[src/rtl/lc3b_types.sv]
// Shared LC-3b pipeline types: word type, fetch/decode payload width and the
// elastic stage-register state encoding.
package lc3b_types;

  typedef logic [15:0] lc3b_word;

  // next-PC word plus instruction word
  localparam int LC3B_FD_PAYLOAD_W = 32;

  typedef enum logic [1:0] {
    STAGE_EMPTY = 2'd0,
    STAGE_FULL  = 2'd1,
    STAGE_SKID  = 2'd2
  } stage_state_t;

  function automatic logic [1:0] stage_occupancy(input stage_state_t s);
    case (s)
      STAGE_FULL: stage_occupancy = 2'd1;
      STAGE_SKID: stage_occupancy = 2'd2;
      default:    stage_occupancy = 2'd0;
    endcase
  endfunction

endpackage

[src/rtl/register.sv]
// Parametrised load-enable register with synchronous active-high reset.
module register #(
  parameter int                 WIDTH       = 16,
  parameter logic [WIDTH-1:0]   RESET_VALUE = '0
) (
  input  logic             clk,
  input  logic             reset,
  input  logic             load,
  input  logic [WIDTH-1:0] d,
  output logic [WIDTH-1:0] q
);

  logic [WIDTH-1:0] data_reg;

  always_ff @(posedge clk) begin
    if (reset)
      data_reg <= RESET_VALUE;
    else if (load)
      data_reg <= d;
  end

  assign q = data_reg;

endmodule

[src/rtl/elastic_stage_register.sv]
// Elastic pipeline stage: main slot plus one-entry skid slot, valid/ready
// handshake, synchronous flush. Optional counters with ELASTIC_STAGE_PERF_EN.
module elastic_stage_register
  import lc3b_types::*;
#(
  parameter int                      DATA_WIDTH = LC3B_FD_PAYLOAD_W,
  parameter logic [DATA_WIDTH-1:0]   RESET_DATA = '0,
  parameter int                      CNT_WIDTH  = 16
) (
  input  logic                  clk,
  input  logic                  reset,
  input  logic                  flush,
  input  logic                  in_valid,
  output logic                  in_ready,
  input  logic [DATA_WIDTH-1:0] in_data,
  output logic                  out_valid,
  input  logic                  out_ready,
  output logic [DATA_WIDTH-1:0] out_data,
  output logic [1:0]            occupancy
`ifdef ELASTIC_STAGE_PERF_EN
  ,
  output logic [CNT_WIDTH-1:0]  stall_count,
  output logic [CNT_WIDTH-1:0]  flush_count
`endif
);

  stage_state_t state_reg;
  stage_state_t state_next;

  logic                  accept;
  logic                  consume;
  logic                  main_load;
  logic                  skid_load;
  logic [DATA_WIDTH-1:0] main_d;
  logic [DATA_WIDTH-1:0] skid_q;

  // Handshake outputs derive from the state register only, so out_ready never
  // reaches in_ready combinationally.
  assign in_ready  = (state_reg != STAGE_SKID);
  assign out_valid = (state_reg != STAGE_EMPTY);
  assign occupancy = stage_occupancy(state_reg);

  assign accept  = in_valid & in_ready;
  assign consume = out_valid & out_ready;

  always_comb begin
    state_next = state_reg;
    main_load  = 1'b0;
    skid_load  = 1'b0;
    case (state_reg)
      STAGE_EMPTY: begin
        if (accept) begin
          main_load  = 1'b1;
          state_next = STAGE_FULL;
        end
      end
      STAGE_FULL: begin
        if (accept && consume) begin
          main_load = 1'b1;
        end else if (accept) begin
          skid_load  = 1'b1;
          state_next = STAGE_SKID;
        end else if (consume) begin
          state_next = STAGE_EMPTY;
        end
      end
      STAGE_SKID: begin
        if (consume) begin
          main_load  = 1'b1;
          state_next = STAGE_FULL;
        end
      end
      default: state_next = STAGE_EMPTY;
    endcase
    // Flush squashes everything, including a same-cycle accept; slots keep data.
    if (flush) begin
      state_next = STAGE_EMPTY;
      main_load  = 1'b0;
      skid_load  = 1'b0;
    end
  end

  always_ff @(posedge clk) begin
    if (reset)
      state_reg <= STAGE_EMPTY;
    else
      state_reg <= state_next;
  end

  assign main_d = (state_reg == STAGE_SKID) ? skid_q : in_data;

  register #(
    .WIDTH       (DATA_WIDTH),
    .RESET_VALUE (RESET_DATA)
  ) u_main (
    .clk   (clk),
    .reset (reset),
    .load  (main_load),
    .d     (main_d),
    .q     (out_data)
  );

  register #(
    .WIDTH       (DATA_WIDTH),
    .RESET_VALUE (RESET_DATA)
  ) u_skid (
    .clk   (clk),
    .reset (reset),
    .load  (skid_load),
    .d     (in_data),
    .q     (skid_q)
  );

`ifdef ELASTIC_STAGE_PERF_EN
  logic [CNT_WIDTH-1:0] stall_count_reg;
  logic [CNT_WIDTH-1:0] flush_count_reg;

  // Both counters saturate at all-ones rather than wrapping.
  always_ff @(posedge clk) begin
    if (reset) begin
      stall_count_reg <= '0;
      flush_count_reg <= '0;
    end else begin
      if (out_valid && !out_ready && !(&stall_count_reg))
        stall_count_reg <= stall_count_reg + 1'b1;
      if (flush && (state_reg != STAGE_EMPTY) && !(&flush_count_reg))
        flush_count_reg <= flush_count_reg + 1'b1;
    end
  end

  assign stall_count = stall_count_reg;
  assign flush_count = flush_count_reg;
`else
  logic unused_perf;
  assign unused_perf = (CNT_WIDTH > 0);
`endif

endmodule

[config.mk]
export PLATFORM = sky130hd
export DESIGN_NAME = elastic_stage_register
export DESIGN_NICKNAME = d
export VERILOG_FILES = /design/src/rtl/lc3b_types.sv /design/src/rtl/register.sv /design/src/rtl/elastic_stage_register.sv
export SDC_FILE = /design/constraint.sdc
export NUM_CORES = 1
export LEC_CHECK = 0
export ABC_AREA = 1
export CORE_ASPECT_RATIO = 1.4
export CORE_MARGIN = 2
export CORE_UTILIZATION = 60
export DETAILED_ROUTE_END_ITERATION = 8
export DONT_BUFFER_PORTS = 1
export PLACE_DENSITY_LB_ADDON = 0.15
export SETUP_SLACK_MARGIN = 0.3
export SLEW_MARGIN = 0
export SYNTH_ARGS = -nofsm -noshare
export SYNTH_HDL_FRONTEND = slang
export SYNTH_SLANG_ARGS = --single-unit
[constraint.sdc]
create_clock -name clk -period 1.35 [get_ports clk]
set_input_delay 0.2025 -clock clk [delete_from_list [all_inputs] [get_ports clk]]
set_output_delay 0.2025 -clock clk [all_outputs]
set_load 0.02 [all_outputs]
==> Word-level counts from Yosys, hierarchy flattened <==
Index checks and enable logic that the tools add are counted.
{ "totals": {"register_bits": 66, "latchBits": 0, "ramBits": 0, "romBits": 0, "in_bits": 37, "out_inout_bits": 36, "wordCells": 33, "memories": 0} }
{ "classes": {"add_sub_neg": 0, "mul": 0, "div_mod_pow": 0, "n_lt_le_gt_ge": 0, "eq_ne": 7, "shift": 0, "muxes": 16, "bitwise_logic": 2, "n_reduce_logical": 5} }
{ "op_table": {"columns": ["cell", "n"], "rows": [
  ["$mux 32", 1],
  ["$mux 2", 5],
  ["$ne 2x2->1 const B", 4],
  ["$mux 1", 7],
  ["$pmux 2 s3", 1],
  ["$pmux 2 s2", 1],
  ["$reduce_and 4->1", 1],
  ["$ne 3x3->1 const B", 1],
  ["$pmux 1 s3", 1],
  ["$and 1x1->1", 2],
  ["$eq 2x1->1 const B", 1],
  ["$eq 2x2->1 const B", 1],
  ["$logic_not 2->1", 1],
  ["$reduce_bool 2->1", 1],
  ["$reduce_or 2->1", 1],
  ["$logic_and 1x1->1", 1]
]} }

==> Depth between registers and ports, before layout <==
Gate-level depths: netlist (run 1).
{ "depth": {"ltp_word": 6, "ltp_mapped": 8, "mapped_depth_nobuf": 7} }

==> Hierarchy <==
A second synthesis (run 1) with hierarchy kept.
{ "unflattened": {"hier_cells": 534, "hier_area_um2": 3250.6} }
{ "by_module_without_submodules": {"columns": ["module", "n_inst", "cells_each", "area_per_inst_um2", "seq_area_each_um2"], "rows": [
  ["register", 2, 203, 1338.8, 640.6],
  ["elastic_stage_register", 1, 128, 573.0, 40.0]
]} }

==> Worst setup path before layout (run 1) <==
OpenSTA, ideal clock, no wires.
{ "synth_timing": {"kind": "reg2reg", "from": "register state_reg[0]", "to": "register u_skid.data_reg[13] (netlist: u_skid.q[13])", "setup_ns": 0.128, "arrival_ns": 1.348, "required_time_ns": 1.222, "slack_ns": -0.127, "path_stages_with_launch": 7, "n_path_buf": 1, "synth_period_minus_slack_ns": 1.477, "cell_sequence": "dfxtp_1 -> inv_1 -> nor2_1 -> nand3_2 -> clkbuf_1 -> o21ai_0 -> a21oi_1"} }
{ "synth_via": {"elab_chain_len": 6, "word_cells_on_any_way": 10, "classes_between": "eq/ne (2); mux (4); bitwise (2); reduce/logical (2)"} }
{ "synth_lines": {"columns": ["element", "line_no", "source"], "rows": [
  ["start, declared", "elastic_stage_register.sv:27", "stage_state_t state_reg;"],
  ["start signal, assigned", "elastic_stage_register.sv:87", "state_reg <= state_next;"],
  ["$ne 2x2->1 / $reduce_bool 2->1 (equally long branches)", "elastic_stage_register.sv:39, elastic_stage_register.sv:40", null],
  ["$and 1x1->1 (on tied branches)", "elastic_stage_register.sv:43, elastic_stage_register.sv:44", null],
  ["$mux 1 / $logic_and 1x1->1 (equally long branches)", "elastic_stage_register.sv:60, elastic_stage_register.sv:58", null],
  ["$mux 1", "elastic_stage_register.sv:58", "if (accept && consume) begin"],
  ["$mux 1 (*)", "elastic_stage_register.sv:50", "case (state_reg)"],
  ["$mux 1 (*)", "elastic_stage_register.sv:76", "if (flush) begin"],
  ["end signal, assigned", "register.sv:17", "data_reg <= RESET_VALUE;"],
  ["end signal, assigned", "register.sv:19", "data_reg <= d;"],
  ["end, declared", "register.sv:13", "logic [WIDTH-1:0] data_reg;"]
]} }
Mark *: on every way between the ends. The rest lies on a longest branch, timed or not.
A chain may end at the register's enable or synchronous reset.

==> Worst setup path in the final report (run 1) <==
{ "layout_timing": {"from": "register state_reg[0]", "to": "register u_main.data_reg[20] (netlist: u_main.q[20])"} }
{ "layout_via": {"elab_chain_len": 6, "word_cells_on_any_way": 14, "classes_between": "eq/ne (3); mux (6); bitwise (2); reduce/logical (3)"} }
{ "layout_lines": {"columns": ["element", "line_no"], "rows": [
  ["$ne 2x2->1 / $reduce_bool 2->1 (equally long branches)", "elastic_stage_register.sv:39, elastic_stage_register.sv:40"],
  ["$and 1x1->1 (on tied branches)", "elastic_stage_register.sv:43, elastic_stage_register.sv:44"],
  ["$logic_and 1x1->1", "elastic_stage_register.sv:58"],
  ["$mux 1", "elastic_stage_register.sv:58"],
  ["$pmux 1 s3", "elastic_stage_register.sv:50"],
  ["$mux 1", "elastic_stage_register.sv:76"],
  ["end signal, assigned", "register.sv:17"],
  ["end signal, assigned", "register.sv:19"],
  ["end, declared", "register.sv:13"]
]} }
Several ways; a longest one is shown, not always the timed one.

==> results of run 1 <==
path summary, 6_finish.rpt:
path / startpoint / to / slack, ns / cells past startpoint
max: state_reg[0] / u_main.q[20] / -0.04 / 9
min: in_data[5] / u_skid.q[5] / -0.002 / 2
max reg2reg: state_reg[0] / u_main.q[20] / -0.04 / 9
min reg2reg: u_skid.q[24] / u_skid.q[24] / 0.45 / 2
cell usage in the layout (no fill, tap or decap), types with 2 or more instances in the layout:
cell             n
nor2_4           2
dfxtp_1         64
clkbuf_8        11
buf_8            2
dlygate4sd3_1    7
nor2_1          76
o21ai_2         19
a21oi_4          2
nor2_2          10
clkbuf_1         3
o21ai_0          9
buf_4            6
a21oi_1         11
a21oi_2         12
nand3_4          2
nand2_4          2
buf_12           8
buf_16           9
bufbuf_16        2
inv_1           57
nand2_1        119
o21ai_1         26
buf_6            8
final cells by class:
type | count | share of cell area
multi-input combinational | 294 | 0.360
sequential | 66 | 0.328
timing repair buffer | 43 | 0.181
inverter | 62 | 0.0622
clock buffer | 14 | 0.0402
tap | 62 | 0.0192
clock inverter | 2 | 0.00867
cell usage after synthesis (all sizes together):
cell / n
dfxtp: 66
o21ai: 55
inv: 60
nor2: 88
clkbuf: 12
buf: 12
a21oi: 25
clkinv: 2
nand3: 3
nand2: 123
repair_timing:
item                                    CTS  global route
setup buffers                            10             2
hold buffers                              7             0
hold endpoints to repair                  7             0
pin swaps                                13             5
endpoints found under the setup margin   69            69
cloned                                   11             1
resized for setup                        74            16
kinds of logic (layout without fill, tap and decap cells):
logic type	Yosys count	in the layout
compound gates	80	80
buf+inv	86	121
flops	66	66
simple gates	214	214
stage by stage:
stage | utilization | cell area [µm²]
final | 0.884 | 4040
after global placement | 0.663 | 3030
after global routing | 0.884 | 4040
after floorplan | - | 3000
after CTS | 0.863 | 3950
after detailed placement | 0.663 | 3030
worst max-delay path: stages, from the launching register on:
cell and delay [ns]:
dfxtp_2 0.33, inv_4 0.11, nand2_8 0.08, o21ai_4 0.08
nand3_4 0.16, buf_4 0.19, buf_12 0.12, nand2_1 0.05
nand2_1 0.07, nor2_1 0.13
power by group:
part | leakage, nW | switching [mW] | internal, mW | total, mW
Clock | 0.101 | 0.751 | 0.954 | 1.71
Sequential | 0.540 | 0.138 | 2.03 | 2.17
Combinational | 1.22 | 0.310 | 0.262 | 0.572
Total | 1.86 | 1.20 | 3.25 | 4.45
routing by layer:
layer / share of wire / up-vias / wire [µm] / track usage
li1: - / 1419 / - / -
met1: 0.36 / 1347 / 3120 / 0.347
met2: 0.54 / 142 / 4690 / 0.596
met3: 0.070 / 26 / 608 / 0.0735
met4: 0.030 / 0 / 261 / 0.176
met5: 0 / - / 0 / 0
==> qor.yml, run 1 <==
post-route-min-period_ns: 1.39
root_buffer: "clkbuf_8"
fmax_mhz: 717
avgViaCountPerCell: 5.40
via_count: 2934
grt_pass1_vias: 2817
drive_gt1_frac: 0.222
dp_hpwl_um: 3700
ys_seq_area_frac: 0.460
synth_xor_area_frac: 0
synthMuxAreaShare: 0
io_pins: 73
area_delta_synth_final_pct: 40.6
seq_area_um2: 1330
gp_congestion: 0.774
cts_buffer_depth: 2
hp-class: "input pin to register"
antenna_found_initial: 0
rsz0062_at_grt: "yes"
synth_cell_type_count: 13
worstSetupPathType: "register to register"
final_cell_count_no_fill: 543
drt-total-wl_um: 8680
multiInputGateArea_um2: 1460
start_kind: "register"
synth_adder_area_share: 0
hold_ws_ns: -0.00247
grt_usage: 0.326
yosys.area.top_type: "dfxtp_1"
setup_tns_ns: -0.152
drv_slew: 0
path_max_fanout: 6
worstMarginPinSlew_ns: 0.412
dp_cells: 496
cts_tree: "built"
arrival_ns: 1.67
setup_viol_count_final: 9
die_area_um2: 5370
start_util: 0.629
drv_cap: 0
dieWidth_um: 62.5
first_pass_iters: 4
ys_ff_latch: 66
ys_top_cells_by_area: "dfxtp_1, nand2_1, nor2_1, inv_1, o21ai_0"
synth-compound-area-share: 0.139
setup_slack_ns: -0.0443
yosys.area_share.simple: 0.284
setup.worst_path.end_class: "register"
row_count: 29
violations: "hold timing, setup timing"
cts.sinks: 66
syn-instance-count: 446
grt_max_degree: 65
nets: 513
core_area_um2: 4570
clock_skew_ns: 0.00999
die_h_um: 85.9
peakVddDrop_mv: 0.969
totalPowerFinal_mw: 4.45
wire_per_inst_um: 16.0
drtIter0Drc: 259
clk_pin_slew_worst_paths_ns: 0.08
place_ws_ns: 0.114
antenna_left: 0
synth_top_area_frac: 0.460
synthesis.nets: 483
crit_required_ns: 1.63
overflow: 0
outcome: "finished with violations"
nFillCells: 227
yosys_warnings: 0
power.leakage_nw: 1.86
finalHoldViolCount: 1
synth.avg_cell_area_um2: 6.45
slew_headroom: 0.722
h-tree-depth: 3
port_buffers: 0
grt_pass1_wl_um: 13500
drc_errors: 0
powerDensity_nw_per_um2: 1100
diodes: 0
clock_latency_ns: 0.36
period_share: 1.03
numCtsBuffers: 9
synth_area_um2: 2880
synth_top_family_by_area: "simple AND/OR/NAND/NOR gates"
Note: power is estimated with default switching activity, not from simulation.
==> inputs of run 2 (changes only) <==
--- a/config.mk
+++ b/config.mk
@@ -6,9 +6,11 @@
 export NUM_CORES = 1
 export LEC_CHECK = 0
 export ABC_AREA = 1
+export CELL_PAD_IN_SITES_DETAIL_PLACEMENT = 0
+export CELL_PAD_IN_SITES_GLOBAL_PLACEMENT = 2
 export CORE_ASPECT_RATIO = 1.4
 export CORE_MARGIN = 2
-export CORE_UTILIZATION = 60
+export CORE_UTILIZATION = 32
 export DETAILED_ROUTE_END_ITERATION = 8
 export DONT_BUFFER_PORTS = 1
 export PLACE_DENSITY_LB_ADDON = 0.15
==> qor.yml, run 2 (synthesized netlist as in run 1, its figures left out) <==
outcome: "complete, no violations"
cts.sinks: 66  # unchanged
row_count: 40  # +38%
cts_buffer_depth: 2  # unchanged
port_buffers: 0  # unchanged
drive_gt1_frac: 0.168  # -0.0543
power.leakage_nw: 1.75  # -6.2%
post-route-min-period_ns: 1.33  # -0.0669 ns
die_h_um: 116  # +35%
drv_slew: 0  # unchanged
setup_viol_count_final: 0  # -9
nets: 497  # -3.1%
start_util: 0.332  # -0.297
startpoint: "state_reg[0]"
h-tree-depth: 3  # unchanged
diodes: 0  # unchanged
core_area_um2: 8660  # +89%
mostFrequentLayoutCells: "nand2_1, nor2_1, dfxtp_1, inv_1, o21ai_1"
grt_pass1_wl_um: 12200  # -9.1%
final_cell_count_no_fill: 569  # +4.8%
numCtsBuffers: 9  # unchanged
peakVddDrop_mv: 0.669  # -31%
grt.busiest_layer: "met2"
pwr-share-seq: 0.461  # -0.027
worst_path_max_delay_cell: "dfxtp_2"
switchingPower_mw: 1.19  # -1.0%
root_buffer: "clkbuf_16"
hold_end: "u_skid.q[6]"
grt_use_met1: 0.188  # -0.159
reg2reg_from: "state_reg[0]"
dp_cells: 541  # +9.1%
grt_usage: 0.162  # -0.164
finalInstanceArea_um2: 3740  # -7.4%
via_count: 2536  # -14%
hold-path-cell-count: 2  # unchanged
powerDensity_nw_per_um2: 1260  # +14%
drt-total-wl_um: 7330  # -16%
drv_cap: 0  # unchanged
p_clk_frac: 0.454  # +0.070
area_delta_synth_final_pct: 30.2
place_area_um2: 3100  # +2.3%
gp_congestion: 0.715  # -7.6%
grt_pass1_vias: 2378  # -16%
final_core_util: 0.433  # -0.452
antenna_left: 0  # unchanged
io_pins: 73  # unchanged
period_share: 0.983  # -0.0496
path_max_fanout: 2  # -4
rrSetupSlack_ns: 0.04  # +0.08 ns
rr_endpoint: "u_skid.q[21]"
dieWidth_um: 84.1  # +35%
final_common_cell: "nand2_1"
clock_skew_ns: 0.00491  # -0.00508 ns
arrival_ns: 1.12  # -0.55 ns
p_comb_frac: 0.086  # -0.043
worstMarginPinSlew_ns: 0.449  # +0.0363 ns
drtIter0Drc: 93  # -64%
start_kind: "register"
finalHoldViolCount: 0  # -1
internal_power_mw: 3.52  # +8.5%
slew_headroom: 0.701  # -0.0213
die_area_um2: 9770  # +82%
rr_worst_depth: 7  # -2
fmax_mhz: 753  # +5.0%
clock_latency_ns: 0.33  # -0.03 ns
antenna_found_initial: 0  # unchanged
first_pass_iters: 4  # unchanged
avgViaCountPerCell: 4.46  # -18%
dp_hpwl_um: 4420  # +20%
crit_required_ns: 1.15  # -0.48 ns
totalPowerFinal_mw: 4.71  # +5.9%
hold_start: "in_data[6]"
wire_per_inst_um: 12.9  # -19%
grt_use_met3: 0.0523  # -0.0212
slowest_delay_ns: 0.35  # +0.02 ns
overflow: 0  # unchanged
swShare: 0.252  # -0.0176
hp-class: "input pin to register"
grt_max_degree: 37  # -43%
rsz0062_at_grt: "yes"
cts_tree: "built"
met2_usage: 0.266  # -0.330
setup.worst_path.end_class: "output pin"
path_cells: "inv_4 > buf_12 > nor2_4 > buf_6"
worstSetupPathType: "register to output pin"
clk_pin_slew_worst_paths_ns: 0.05  # -0.03 ns
drc_errors: 0  # unchanged
[run 2: layout make-up]
type / instances / area (µm²)
Fill cell: 911 / 4910
Clock inverter: 3 / 15.0
Inverter: 62 / 254
Sequential cell: 66 / 1330
Timing Repair Buffer: 26 / 377
Clock buffer: 12 / 256
Tap cell: 105 / 131
Timing Repair inverter: 1 / 11.3
Multi-Input combinational cell: 294 / 1370
[run 2: worst max path at each step]
stage | slack [ns] | to
finish | 0.02 | occupancy[0]
global route | -0.05 | u_main.q[3]
CTS | 0.02 | occupancy[0]
detailed placement | 0.10 | u_skid.q[5]
global placement | 0.12 | u_skid.q[31]
floorplan | 0.17 | u_skid.q[21]
[run 2: worst max-delay path, delay by kind of cell, from the launching register on]
kind / cells / cell delay (ns)
buffers and inverters: 3 / 0.33
flip-flops: 1 / 0.35
AND/OR/NAND/NOR: 1 / 0.12
[run 2: metrics by stage]
stage	setup WS [ns]	hold WS (ns)	setup TNS, ns
after floorplan	0.173	0.331	0
after global placement	0.120	0.353	0
after detailed placement	0.103	0.343	0
after CTS	0.0204	0.00332	0
after global routing	-0.0504	0.0104	-0.546
final	0.0226	0.0111	0
[run 2: power groups by stage]
stage / combinational (mW) / sequential, mW / clock [mW]
floorplan: 0.306 / 2.20 / 0
global placement: 0.358 / 2.21 / 0
detailed placement: 0.361 / 2.21 / 0
CTS: 0.394 / 2.17 / 2.21
global route: 0.472 / 2.18 / 2.29
finish: 0.403 / 2.17 / 2.14
[run 2: routing by layer]
metal | up-vias | part of all wire
met3 | 11 | 0.057
met5 | - | 0
met4 | 0 | 0.023
met1 | 1092 | 0.44
met2 | 54 | 0.48
li1 | 1379 | -
[run 2: what timing repair did]
action                     in CTS  in global routing
gates resized for setup        35                 24
buffers inserted                9                  0
hold buffers                    1                  0
hold endpoints to repair        1                  0
pin swaps                       8                  4
gates cloned                    3                  0
setup endpoints to repair      70                 70
==> inputs of run 3 (changes only) <==
--- a/config.mk
+++ b/config.mk
@@ -9,7 +9,6 @@
 export CELL_PAD_IN_SITES_DETAIL_PLACEMENT = 0
 export CELL_PAD_IN_SITES_GLOBAL_PLACEMENT = 2
 export CORE_ASPECT_RATIO = 1.4
-export CORE_MARGIN = 2
 export CORE_UTILIZATION = 32
 export DETAILED_ROUTE_END_ITERATION = 8
 export DONT_BUFFER_PORTS = 1
==> qor.yml, run 3 (synthesized netlist as in run 1, its figures left out) <==
outcome: "complete, no violations"
grt_pass1_wl_um: 12100  # -1.4%
drive_gt1_frac: 0.185  # +0.0172
hold_ws_ns: 0.0183  # +0.00725 ns
cts_tree: "built"
numCtsBuffers: 9  # unchanged
finalHoldViolCount: 0  # unchanged
antenna_found_initial: 0  # unchanged
die_h_um: 114  # -1.7%
start_kind: "register"
hold_end: "u_skid.q[3]"
grt_pass1_vias: 2518  # +5.9%
worstSetupPathType: "register to register"
drtIter0Drc: 64  # -31%
hold-path-cell-count: 2  # unchanged
grt_max_degree: 65  # +76%
powerDensity_nw_per_um2: 1220  # -3.3%
slowest_delay_ns: 0.35  # about the same
die_area_um2: 9370  # -4.1%
hp-class: "input pin to register"
row_count: 40  # unchanged
cts.sinks: 66  # unchanged
root_buffer: "clkbuf_16"
avgViaCountPerCell: 4.48  # +0.59%
grt_use_met1: 0.195  # +0.00669
via_count: 2551  # +0.59%
power.leakage_nw: 1.71  # -2.1%
final_core_util: 0.434  # +0.00173
dieWidth_um: 82.1  # -2.4%
clock_latency_ns: 0.32  # about the same
area_delta_synth_final_pct: 30.8
grt_usage: 0.172  # +0.0106
worst_path_max_delay_cell: "dfxtp_2"
totalPowerFinal_mw: 4.57  # -2.9%
core_area_um2: 8660  # unchanged
port_buffers: 0  # unchanged
diodes: 0  # unchanged
hold_buffers: 0  # -1
post-route-min-period_ns: 1.28  # -0.0437 ns
dp_hpwl_um: 4200  # -5.0%
antenna_left: 0  # unchanged
setup_viol_count_final: 0  # unchanged
nets: 497  # unchanged
clock_skew_ns: 0.00373  # -0.00118 ns
peakVddDrop_mv: 0.759  # +13%
start_util: 0.332  # unchanged
drv_cap: 0  # unchanged
wire_per_inst_um: 12.9  # -0.22%
h-tree-depth: 3  # unchanged
gp_congestion: 0.698  # -2.4%
crit_required_ns: 1.56  # +0.41 ns
nFillCells: 941  # +3.3%
final_common_cell: "nand2_1"
first_pass_iters: 4  # unchanged
drv_slew: 0  # unchanged
arrival_ns: 1.50  # +0.38 ns
path_cells: "inv_4 > nor2_4 > nand3_4 > buf_6 > buf_16 > o21ai_1 > a21oi_2"
drt-total-wl_um: 7320  # -0.22%
drc_errors: 0  # unchanged
rr_worst_depth: 7  # unchanged
fmax_mhz: 779  # +3.4%
rrSetupSlack_ns: 0.07  # +0.03 ns
io_pins: 73  # unchanged
cts_buffer_depth: 2  # unchanged
grt_use_met3: 0.0606  # +0.00826
setup.worst_path.end_class: "register"
met2_usage: 0.292  # +0.0259
mostFrequentLayoutCells: "nand2_1, nor2_1, dfxtp_1, inv_1, o21ai_1"
hold_start: "in_data[3]"
rsz0062_at_grt: "yes"
grt.busiest_layer: "met2"
period_share: 0.951  # -0.0324
clk_pin_slew_worst_paths_ns: 0.05  # about the same
path_max_fanout: 8  # +6
reg2reg_from: "state_reg[0]"
worstMarginPinSlew_ns: 0.344  # -0.105 ns
rr_endpoint: "u_skid.q[13]"
slew_headroom: 0.771  # +0.0700
overflow: 0  # unchanged
[run 3: routing by layer]
layer  wire length [µm]  part of all wire  up-vias
met3                444             0.061        8
met2               3600              0.49       51
met1               3170              0.43     1109
li1                   -                 -     1383
met4                 99             0.014        0
met5                  0                 0        -
[run 3: repair_timing]
action                                  4_1_cts  5_1_grt
setup buffers                                10        0
endpoints found under the setup margin       69       69
cloned                                        3        2
resized for setup                            41       27
pin swaps                                     2       13
[run 3: worst max path at each step]
stage	startpoint	endpoint	slack, ns
6_report	state_reg[0]	u_skid.q[13]	0.07
5_1_grt	state_reg[0]	u_skid.q[13]	-0.007
4_1_cts	state_reg[0]	occupancy[1]	0.07
3_5_place_dp	state_reg[0]	u_main.q[9]	0.06
3_3_place_gp	state_reg[0]	u_main.q[9]	0.08
2_1_floorplan	state_reg[0]	u_skid.q[21]	0.17
[run 3: power by group]
part	total [mW]	switching, mW	internal [mW]
registers	2.17	0.132	2.04
clock network	1.99	0.758	1.23
logic	0.413	0.244	0.168
[run 3: stage by stage]
step           area [µm²]  worst slack (ns)  cells  TNS (ns)
2_1_floorplan        3000             0.173    446         0
3_3_place_gp         3110            0.0788    539         0
3_5_place_dp         3110            0.0606    539         0
4_1_cts              3640            0.0664    567         0
5_1_grt              3760          -0.00694    569  -0.00694
6_report             3760            0.0664    569         0
[run 3: area by class of cell]
class	count	area, µm²	area share
tap	105	131	0.0349
sequential	66	1330	0.353
inverter	62	246	0.0656
clock buffer	15	248	0.0659
multi-input combinational	294	1410	0.374
timing repair buffer	26	392	0.104
timing repair inverter	1	8.76	0.00233
[run 3: worst max-delay path: cells and delay by family, from the launching register on]
kind / cells / cell delay, ns
buf+inv: 3 / 0.37
flops: 1 / 0.35
simple gates: 2 / 0.27
compound gates: 2 / 0.20
